File: config.mk
export PLATFORM = sky130hd
export DESIGN_NAME = rr_onehot_arbiter
export DESIGN_NICKNAME = d
export VERILOG_FILES = /design/src/rtl/rr_onehot_arbiter.sv
export SDC_FILE = /design/constraint.sdc
export NUM_CORES = 1
export LEC_CHECK = 0
export ABC_CLOCK_PERIOD_IN_PS = 3500
export BUFFER_PORTS_ARGS = -buffer_cell sky130_fd_sc_hd__buf_4
export CAP_MARGIN = 30
export CELL_PAD_IN_SITES_DETAIL_PLACEMENT = 1
export CELL_PAD_IN_SITES_GLOBAL_PLACEMENT = 1
export CORE_MARGIN = 2
export CORE_UTILIZATION = 39
export CTS_CLUSTER_DIAMETER = 60
export DETAILED_ROUTE_END_ITERATION = 8
export GPL_TIMING_DRIVEN = 1
export MAX_ROUTING_LAYER = met4
export PLACE_DENSITY_LB_ADDON = 0.1
export SLEW_MARGIN = 20
export SYNTH_ARGS = -nofsm -noshare
export SYNTH_HDL_FRONTEND = slang
export SYNTH_SLANG_ARGS = --single-unit
File: constraint.sdc
create_clock -name clock -period 3.5 [get_ports clock]
set_input_delay 0.35 -clock clock [delete_from_list [all_inputs] [get_ports clock]]
set_output_delay 0.35 -clock clock [all_outputs]
set_load 0.005 [all_outputs]
File: src/rtl/rr_onehot_arbiter.sv
// Round-robin arbiter producing a registered one-hot grant plus its binary index.
// Optional feature macro RR_ARB_LOCK_EN adds a 'lock' input that keeps ownership across acks.
module rr_onehot_arbiter #(
  parameter int WIDTH = 4,
  parameter int IDX_W = $clog2(WIDTH)
) (
  input  logic             clock,
  input  logic             reset_n,
  input  logic [WIDTH-1:0] req,
  input  logic             ack,
`ifdef RR_ARB_LOCK_EN
  input  logic             lock,
`endif
  output logic [WIDTH-1:0] grant,
  output logic             grant_valid,
  output logic [IDX_W-1:0] grant_idx,
  output logic             state_dbg,
  output logic [IDX_W-1:0] ptr_dbg
);

  // Handshake: grant/grant_idx are presented while grant_valid=1 and stay stable
  // until the consumer pulses ack; ack with grant_valid=0 has no effect.
  typedef enum logic {IDLE = 1'b0, GRANTED = 1'b1} state_t;

  state_t           state;
  logic [IDX_W-1:0] ptr;
  logic [IDX_W-1:0] scan_start;
  logic [IDX_W-1:0] sel_idx;
  logic             sel_found;
  logic             rotate;

  // Modulo-WIDTH increment so non-power-of-2 widths wrap correctly.
  function automatic logic [IDX_W-1:0] wrap_add(input logic [IDX_W-1:0] base, input int k);
    int s;
    s = int'(base) + k;
    if (s >= WIDTH) s = s - WIDTH;
    return IDX_W'(s);
  endfunction

  always_comb begin
    scan_start = (state == GRANTED) ? wrap_add(grant_idx, 1) : ptr;
  end

  // Walk the scan order backwards so the earliest hit overwrites later ones.
  always_comb begin
    sel_found = 1'b0;
    sel_idx   = '0;
    for (int k = WIDTH - 1; k >= 0; k--) begin
      if (req[wrap_add(scan_start, k)]) begin
        sel_found = 1'b1;
        sel_idx   = wrap_add(scan_start, k);
      end
    end
  end

`ifdef RR_ARB_LOCK_EN
  always_comb rotate = ack && !lock;
`else
  always_comb rotate = ack;
`endif

  always_ff @(posedge clock or negedge reset_n) begin
    if (!reset_n) begin
      state       <= IDLE;
      ptr         <= '0;
      grant       <= '0;
      grant_idx   <= '0;
      grant_valid <= 1'b0;
    end else begin
      case (state)
        IDLE: begin
          if (sel_found) begin
            grant       <= WIDTH'(1) << sel_idx;
            grant_idx   <= sel_idx;
            grant_valid <= 1'b1;
            state       <= GRANTED;
          end
        end
        GRANTED: begin
          if (rotate) begin
            ptr <= wrap_add(grant_idx, 1);
            if (sel_found) begin
              grant     <= WIDTH'(1) << sel_idx;
              grant_idx <= sel_idx;
            end else begin
              grant       <= '0;
              grant_idx   <= '0;
              grant_valid <= 1'b0;
              state       <= IDLE;
            end
          end
        end
        default: state <= IDLE;
      endcase
    end
  end

  assign state_dbg = (state == GRANTED);
  assign ptr_dbg   = ptr;

endmodule

==> Word-level counts from Yosys, hierarchy flattened <==
Cells that the tools add are included.
Widths: inputs -> output; s select.
{ "word_totals": {"regBits": 10, "input_bits": 7, "out_inout_bits": 10, "word_cells": 68} }
{ "op_classes": {"add_sub_neg": 9, "magnitude_cmp": 9, "n_eq_ne": 3, "shifts": 1, "muxes": 37, "bitwise_logic": 1, "n_reduce_logical": 3} }
{ "op_table": {"columns": ["op", "n"], "rows": [
  ["$mux 2", 13],
  ["$mux 1", 13],
  ["$ge 3x3->1 const B", 4],
  ["$lt 2x3->1 const B", 4],
  ["$mux 4", 3],
  ["$sub 2x1->2 const B", 5],
  ["$bmux 1 s2", 4],
  ["$pmux 4 s2", 1],
  ["$add 2x1->3 const B", 2],
  ["$add 2x2->3 const B", 2],
  ["$ne 2x2->1 const B", 3],
  ["$pmux 1 s2", 2],
  ["$pmux 2 s2", 1],
  ["$reduce_and 2->1", 2],
  ["$shl 1x2->4 const A", 1],
  ["$ge 2x3->1 const B", 1],
  ["$reduce_and 3->1", 1],
  ["$not 1->1", 1]
]} }

==> Logic depth before layout (Yosys ltp) <==
Gate-level depths: netlist of the first run.
{ "logic_depth": {"depth_word": 17, "depth_mapped": 7, "depth_no_buf": 6} }

==> Worst setup path after synthesis of the first run <==
No wires, ideal clock.
{ "synth_timing": {"path_type": "flip-flop to flip-flop", "from": "register grant_idx[0]", "to": "register grant[0]", "setup_time_ns": 0.065, "t_arrival_ns": 1.598, "t_required_ns": 3.435, "path_slack_ns": 1.837, "path_stages_with_launch": 7, "path_buffers": 0, "period_less_slack_ns": 1.663, "cell_sequence": "dfrtp_1 -> xnor2_1 -> a2111oi_2 -> a31oi_1 -> and4_4 -> a2111oi_2 -> a211o_1"} }
{ "synth_via": {"elab_chain_len": 17, "word_cells_on_any_way": 43, "cone_classes": "add/sub: 9; order compare: 5; eq/ne: 1; shift: 1; mux: 26; reduce/logical: 1"} }
{ "synth_rtl": {"columns": ["item", "line", "source"], "rows": [
  ["start, declared", "16", "output logic [IDX_W-1:0] grant_idx,"],
  ["start signal, assigned", "74", "grant_idx <= sel_idx;"],
  ["start signal, assigned", "84", "grant_idx <= sel_idx;"],
  ["$add 2x1->3 *", "35", "s = int'(base) + k;"],
  ["$ge 3x3->1 or $sub 2x1->2 (tied branches)", "36", "if (s >= WIDTH) s = s - WIDTH;"],
  ["$mux 2 *", "36", null],
  ["$mux 2 *", "41", "scan_start = (state == GRANTED) ? wrap_add(grant_idx, 1) : ptr;"],
  ["$add 2x2->3", "35", null],
  ["$ge 3x3->1 or $sub 2x1->2 (tied branches)", "36", null],
  ["$mux 2", "36", null],
  ["$bmux 1 s2", "49", "if (req[wrap_add(scan_start, k)]) begin"],
  ["$mux 1 (not written as such)", "49", null],
  ["$mux 2 (4 in a row)", "49", null],
  ["$shl 1x2->4", "73, 83", null],
  ["$mux 4", "82", "if (sel_found) begin"],
  ["$mux 4", "80", "if (rotate) begin"],
  ["$pmux 4 s2", "70", "case (state)"],
  ["end signal, assigned", "73", "grant <= WIDTH'(1) << sel_idx;"],
  ["end signal, assigned", "83", "grant <= WIDTH'(1) << sel_idx;"],
  ["end, declared", "14", "output logic [WIDTH-1:0] grant,"]
]} }
Mark *: on every way between the ends. The rest lies on a longest branch, timed or not. The select of a mux whose other input is x is not followed.
A chain may end at the register's enable or synchronous reset.

==> Worst setup path in the final report of the first run <==
{ "layout_timing": {"from": "register state, in the netlist state_dbg", "to": "register grant[0]"} }
{ "layout_via": {"elab_chain_len": 14, "word_cells_on_any_way": 41, "cone_classes": "add/sub: 7; order compare: 4; eq/ne: 2; shift: 1; mux: 25; bitwise: 1; reduce/logical: 1"} }
{ "layout_rtl": {"columns": ["item", "line", "source"], "rows": [
  ["start, declared", "25", "state_t state;"],
  ["start signal, assigned", "64", "state <= IDLE;"],
  ["start signal, assigned", "76", "state <= GRANTED;"],
  ["start signal, assigned", "89", "state <= IDLE;"],
  ["$mux 2", "41", null],
  ["$add 2x2->3", "35", null],
  ["$ge 3x3->1 or $sub 2x1->2 (tied branches)", "36", null],
  ["$mux 2", "36", null],
  ["$bmux 1 s2", "49", null],
  ["$mux 1 (not written as such)", "49", null],
  ["$mux 2 (4 in a row)", "49", null],
  ["$shl 1x2->4", "73, 83", null],
  ["$mux 4", "82", null],
  ["$mux 4", "80", null],
  ["$pmux 4 s2", "70", null]
]} }
Several ways; a longest one is shown, not always the timed one. The select of a mux whose other input is x is not followed.

==> results of run 1 <==
-- cell type report --
type,count,area [um^2]
inverters,4,15.0
multi-input cells,55,349
flip-flops and latches,10,250
well taps,16,20.0
repair buffers,18,135
clock buffers,3,22.5
fillers,192,714
-- routing by layer --
layer	global-route usage	routed length [um]
met5	-	0
met4	0.0545	4
met3	0.0490	127
met2	0.297	807
met1	0.301	828
-- worst min-delay path, stage by stage --
cell and delay [ns]:
buf_4 0.10, nor4_2 0.07, nand2b_1 0.07
-- stage by stage --
| step | std cells | hold WS [ns] | instance area, um^2 | util | setup slack, ns |
|---|---|---|---|---|---|
| 6_report | 106 | 0.378 | 792 | 0.526 | 1.44 |
| 3_5_place_dp | 101 | 0.193 | 754 | 0.501 | 1.47 |
| 4_1_cts | 105 | 0.406 | 787 | 0.522 | 1.44 |
| 2_1_floorplan | 72 | 0.0544 | 627 | - | 1.84 |
| 3_3_place_gp | 101 | 0.190 | 754 | 0.501 | 1.51 |
| 5_1_grt | 106 | 0.374 | 792 | 0.526 | 1.30 |
-- Yosys cell counts (2+ instances only) --
master / number / area [um^2]
nand4_1: 2 / 12.5
o221ai_1: 2 / 17.5
dfrtp_1: 10 / 250
inv_1: 4 / 15.0
nand2b_1: 3 / 18.8
nand2_1: 15 / 56.3
a2111oi_2: 2 / 30.0
nor2_1: 3 / 11.3
a22oi_1: 2 / 15.0
o21ai_0: 4 / 20.0
a21oi_1: 5 / 25.0
nor2b_1: 4 / 25.0
-- registers in the layout (all words and copies together), names as in the netlist --
| signal | flops |
|---|---|
| state_dbg | 1 |
| grant_valid | 1 |
| grant_idx | 2 |
| ptr_dbg | 2 |
| grant | 4 |
-- power groups by stage --
| stage | clock network (W) | registers, W | logic [W] |
|---|---|---|---|
| CTS | 0.0000820 | 0.000180 | 0.000151 |
| finish | 0.0000801 | 0.000180 | 0.000149 |
| floorplan | 0 | 0.000174 | 0.0000793 |
| detailed placement | 0 | 0.000182 | 0.000149 |
| global route | 0.0000883 | 0.000185 | 0.000166 |
| global placement | 0 | 0.000180 | 0.000145 |
-- worst max path at each step --
stage                to  slack [ns]  cells after the start
6_report       grant[0]        1.44                      6
3_5_place_dp   grant[0]        1.47                      6
4_1_cts        grant[0]        1.44                      6
3_3_place_gp   grant[0]        1.51                      6
5_1_grt        grant[0]        1.30                      6
2_1_floorplan  grant[0]        1.84                      6
-- layout by cell type, fill, tap and decap left out --
master | Yosys | layout
buf_4 | 0 | 16
o22a_1 | 1 | 1
a41oi_1 | 1 | 1
inv_1 | 4 | 4
nor4_2 | 1 | 1
a31oi_1 | 1 | 1
dlygate4sd3_1 | 0 | 1
o211ai_1 | 1 | 1
a21oi_1 | 5 | 5
clkbuf_2 | 0 | 1
xnor2_1 | 1 | 1
and4_4 | 1 | 1
o21ai_1 | 1 | 1
a211o_1 | 1 | 1
nor2b_1 | 4 | 4
o221ai_1 | 2 | 2
clkbuf_4 | 0 | 3
o21ai_0 | 4 | 4
a2111oi_2 | 2 | 2
o2111ai_1 | 1 | 1
o32a_1 | 1 | 1
nand4_1 | 2 | 2
nand2_1 | 15 | 15
dfrtp_1 | 10 | 10
o221a_2 | 1 | 1
a22oi_1 | 2 | 2
nand2b_1 | 3 | 3
a32o_1 | 1 | 1
nor2_1 | 3 | 3
-- kinds of logic after synthesis --
logic type	after synthesis	share of synthesized area
AO/OA/AOI/OAI	25	0.307
XOR/XNOR	1	0.0140
buffers and inverters	7	0.0439
flip-flops	10	0.399
AND/OR/NAND/NOR	29	0.236
-- repair_timing --
item / in CTS / in global routing
endpoints found under the hold margin: 10 / 0
hold buffers: 1 / 0
setup endpoints to repair: 0 / 0
==> summary.md, run 1 <==
| Metric | Value |
|---|---|
| Pleak | `0.342 nW` |
| N_diodes | `0` |
| Mean routed wirelength per cell | `16.7 um` |
| Clock power frac | `0.196` |
| Status | `completed` |
| Period utilization | `0.589` |
| # DRC | `0` |
| CP startpoint kind | `flop` |
| Post-detail-place hpwl | `1.24 mm` |
| R2R setup slack | `1.44 ns` |
| Critical Path End Type | `flop` |
| Clock Tree Buf Depth | `2` |
| Total CTS buffers | `3` |
| Beginning of the critical path | `state_dbg` |
| Io pins | `17` |
| Pwr/cell area | `517 nW/um^2` |
| RR Endpoint | `grant[0]` |
| Vias per std cell | `6.08` |
| # rows | `14` |
| Initial antenna violation count | `0` |
| Initial core utilization | `0.416` |
| Async set-reset flop share out of synthesis | `1.00` |
| Slew HR | `0.573` |
| Avg Synthesized Cell Area | `8.71 um^2` |
| Gpl congestion | `0.769` |
| Buf+Inv Stages, Crit Path | `0` |
| Register area share after synthesis | `0.399` |
| Hold EP | `state_dbg` |
| Maximum vdd drop | `0.251 mV` |
| First-pass GRT wire length | `2.84 mm` |
| Largest net degree at the start of global routing | `22` |
| Yosys cell types | `28` |
| Post-synth EDFFs | `0` |
| Final setup TNS | `0 ns` |
| DRT iter0 DRCs | `24` |
| Core ar. | `1510 um^2` |
| Yosys warning count | `0` |
| NetSw | `0.000147 W` |
| Global route overflow | `0` |
| Area delta synth->final | `26.3%` |
| Die area | `1940 um^2` |
| Syn Nets | `79` |
| Clock transition at the registers of the reported paths | `0.07 ns` |
| Worst Path Max Fanout | `21` |
| Post-synth top flop | `dfrtp_1` |
| # H-tree levels | `1` |
| Reg-to-Reg Start | `state_dbg` |
| Total chip power | `0.000410 W` |
| FF-to-FF path depth | `6` |
| Routed Antenna Nets | `0` |
| Vias in the first global route | `592` |
| Cell Chain, Critical Path | `nor2_1 -> a2111oi_2 -> a31oi_1 -> and4_4 -> a2111oi_2 -> a211o_1` |
| Root Driver | `clkbuf_4` |
| Final setup viols | `0` |
| Final Hold Vio Count | `0` |
| Post-CTS Setup Inserts | `0` |
| Syn Std Cell Area | `627 um^2` |
| Unrepaired setup endpoints after global routing | `false` |
| Min-delay worst type | `in -> reg` |
| Worst hold start | `req[2]` |
| CP arrival | `2.27 ns` |
| Hold Path Depth | `3` |
| Mapped Cells | `72` |
| Layout Skew | `0.00951 ns` |
| Vias post-DR | `645` |
| Drt first pass iters | `4` |
| Flop and latch count out of synthesis | `10` |
| Crit path kind | `reg -> reg` |
| CTS tree | `yes` |
| PortBufs | `16` |
| Sequential group share of total power | `0.440` |
| Critical Path RT | `3.71 ns` |
| Critical path's slowest cell | `dfrtp_1` |
| Die Wd | `44.1 um` |
| Max-cap violations | `0` |
| Sink Count | `10` |
| Final #Nets | `99` |
| Clock Latency Late Sink | `0.27 ns` |
| Fmax | `485 MHz` |
| CP max stage delay | `0.75 ns` |
| Worst-margin pin slew | `0.641 ns` |
| Cell Int Power | `0.000263 W` |
| Routed WL | `1.77 mm` |
| Layout cell share with drive strength beyond 1 | `0.278` |
| CP most frequent cell | `a2111oi_2` |
| Die Y | `44.1 um` |
| Top delay family on crit path | `compound AO/OA/AOI/OAI gates` |
| Combinational cell fraction of total power | `0.364` |
| Minimum clock period | `2.06 ns` |
| Max-slew violation count | `0` |
| Cts repair resizes | `0` |
| Overall routing resource usage | `0.210` |
| Sw Share | `0.358` |
(Power assumes the default switching activity.)
==> inputs of run 2 (changes only) <==
Settings changed: ABC_CLOCK_PERIOD_IN_PS 3500 to 1700, CORE_UTILIZATION 39 to 32.
Clock period 3.5 ns to 1.7 ns, I/O delays scaled along.
==> run 2 against run 1 <==
Sequential power grew 100%. Sequential share of layout area decreased by 5.8 points. Non-clock buffer count up 11. Critical path depth unchanged. First-iteration DRC count decreased by 92%. Clock-buffer cell count is 1 higher. Via count up 3.9%. Worst setup slack lost 1.4 ns. Critical path type unchanged. Critical endpoint is now grant[2]. Largest cell class unchanged. Highest routed layer unchanged.
==> summary.md, run 2 (same netlist as run 1, synthesis figures left out) <==
| Metric | Value |
|---|---|
| Status | `completed (unchanged)` |
| Root Driver | `clkbuf_4 (unchanged)` |
| Max-slew violation count | `0 (unchanged)` |
| CP arrival | `1.81 ns (was 2.27 ns)` |
| Number of flip-flops under the largest register name | `4 (unchanged)` |
| Layout Skew | `0.00512 ns (was 0.00951 ns)` |
| Layout cell share with drive strength beyond 1 | `0.422 (was 0.278)` |
| Clock transition at the registers of the reported paths | `0.07 ns (about the same)` |
| N_diodes | `0 (unchanged)` |
| Overall routing resource usage | `0.193 (was 0.210)` |
| Core ar. | `1900 um^2 (was 1510 um^2)` |
| Routed WL | `2.16 mm (was 1.77 mm)` |
| Vias post-DR | `670 (was 645)` |
| Worst-margin pin slew | `0.544 ns (was 0.641 ns)` |
| Largest net degree at the start of global routing | `14 (was 22)` |
| FF-to-FF path depth | `6 (unchanged)` |
| Drt first pass iters | `3 (was 4)` |
| PortBufs | `16 (unchanged)` |
| Io pins | `17 (unchanged)` |
| Top reg by flops | `grant (unchanged)` |
| Max-cap violations | `0 (unchanged)` |
| Final Non-Filler Cells | `129 (was 106)` |
| Final setup viols | `0 (unchanged)` |
| Critical Path End Type | `flop (unchanged)` |
| DRT iter0 DRCs | `2 (was 24)` |
| Post-detail-place hpwl | `1.47 mm (was 1.24 mm)` |
| Clock Tree Buf Depth | `2 (unchanged)` |
| Die area | `2330 um^2 (was 1940 um^2)` |
| Routed Antenna Nets | `0 (unchanged)` |
| Unrepaired setup endpoints after global routing | `true (was false)` |
| Period utilization | `0.985 (was 0.589)` |
| Clock Latency Late Sink | `0.27 ns (about the same)` |
| Total CTS buffers | `3 (unchanged)` |
| Worst Path Max Fanout | `4 (was 21)` |
| Cells after DPL | `119 (was 101)` |
| Fmax | `597 MHz (was 485 MHz)` |
| Maximum vdd drop | `0.610 mV (was 0.251 mV)` |
| RR Endpoint | `grant[2] (was grant[0])` |
| # H-tree levels | `1 (unchanged)` |
| Hold Path Depth | `4 (was 3)` |
| Hold EP | `grant_valid (was state_dbg)` |
| Beginning of the critical path | `grant_idx[0] (was state_dbg)` |
| Min-delay worst type | `in -> reg (unchanged)` |
| Reg-to-Reg Start | `grant_idx[0] (was state_dbg)` |
| Mean routed wirelength per cell | `16.7 um (about the same)` |
| Final #Nets | `110 (was 99)` |
| Die Wd | `48.3 um (was 44.1 um)` |
| # rows | `16 (was 14)` |
| Sink Count | `10 (unchanged)` |
| Worst hold start | `ack (was req[2])` |
| Initial core utilization | `0.330 (was 0.416)` |
| Final Hold Vio Count | `0 (unchanged)` |
| Final setup TNS | `0 ns (unchanged)` |
| Slew HR | `0.637 (was 0.573)` |
| Most frequent cells in the layout | `buf_4, nand2_1, dfrtp_1 (unchanged)` |
| Global route overflow | `0 (unchanged)` |
| CTS tree | `yes (unchanged)` |
| Minimum clock period | `1.68 ns (was 2.06 ns)` |
| Area delta synth->final | `54.7% (was 26.3%)` |
| Pwr/cell area | `1050 nW/um^2 (was 517 nW/um^2)` |
| Die Y | `48.3 um (was 44.1 um)` |
| First-pass GRT wire length | `2.95 mm (was 2.84 mm)` |
| Initial antenna violation count | `0 (unchanged)` |
| Gpl congestion | `0.838 (was 0.769)` |
| Critical Path RT | `1.84 ns (was 3.71 ns)` |
| Vias in the first global route | `611 (was 592)` |
| Pleak | `0.419 nW (was 0.342 nW)` |
| CP startpoint kind | `flop (unchanged)` |
| Crit path kind | `reg -> reg (unchanged)` |
| # DRC | `0 (unchanged)` |
| Commonest non-fill, non-tap cell in the layout | `buf_4 (unchanged)` |
| Vias per std cell | `5.19 (was 6.08)` |
| R2R setup slack | `0.02 ns (was 1.44 ns)` |
[run 2: cell types whose count changed in the layout (fill, tap and decap cells not counted), sizes merged]
cell / before / now
buf: 16 / 28
[run 2: through the flow]
| step | hold WS (ns) | power, W | instance area [um^2] | util | setup slack, ns |
|---|---|---|---|---|---|
| final | 0.210 | 0.00102 | 970 | 0.510 | 0.0250 |
| after global routing | 0.225 | 0.00109 | 970 | 0.510 | -0.0647 |
| after detailed placement | 0.0151 | 0.000730 | 821 | 0.432 | -0.0234 |
| after global placement | 0.0165 | 0.000714 | 821 | 0.432 | 0.0136 |
| after CTS | 0.198 | 0.000974 | 888 | 0.467 | 0.00296 |
| after floorplan | -0.126 | 0.000522 | 627 | - | 0.0372 |
[run 2: how the worst max path moves through the flow]
stage | to | slack, ns | depth (start not counted)
3_5_place_dp | grant[0] | -0.02 | 6
2_1_floorplan | grant[0] | 0.04 | 6
5_1_grt | grant[2] | -0.06 | 6
3_3_place_gp | grant[0] | 0.01 | 6
6_report | grant[2] | 0.02 | 6
4_1_cts | grant[0] | 0.003 | 6
[run 2: layout make-up]
class,instances,area [um^2]
fill,235,932
multi-input combinational,55,407
sequential,10,250
timing repair buffer,29,228
clock buffer,4,36.3
tap,27,33.8
inverter,4,15.0
[run 2: layer usage]
| metal | up-vias | part of all wire | GRT usage |
|---|---|---|---|
| met2 | 12 | 0.51 | 0.305 |
| met1 | 328 | 0.44 | 0.248 |
| li1 | 326 | - | - |
| met4 | 0 | 0.011 | 0.0811 |
| met5 | - | 0 | - |
| met3 | 4 | 0.033 | 0.0222 |
[run 2: what timing repair did]
item / in CTS / in global routing
endpoints found under the hold margin: 10 / 0
hold buffers: 1 / 0
buffers inserted: 1 / 4
endpoints found under the setup margin: 3 / 4
cloned: 0 / 0
gates resized for setup: 2 / 8
pin swaps: 1 / 6
[run 2: power by group]
part / total, W / leakage [nW] / switching [W] / internal (W)
sequential: 0.000361 / 0.122 / 0.0000675 / 0.000293
combinational: 0.000440 / 0.277 / 0.000196 / 0.000244
clock: 0.000218 / 0.0210 / 0.0000885 / 0.000130
total: 0.00102 / 0.419 / 0.000352 / 0.000667
[run 2: worst max-delay path, stage by stage (launching register included)]
cell	delay [ns]
dfrtp_1	0.42
xnor2_2	0.26
a2111oi_4	0.11
a31oi_1	0.20
nand4_1	0.22
a22oi_2	0.20
o221ai_1	0.13
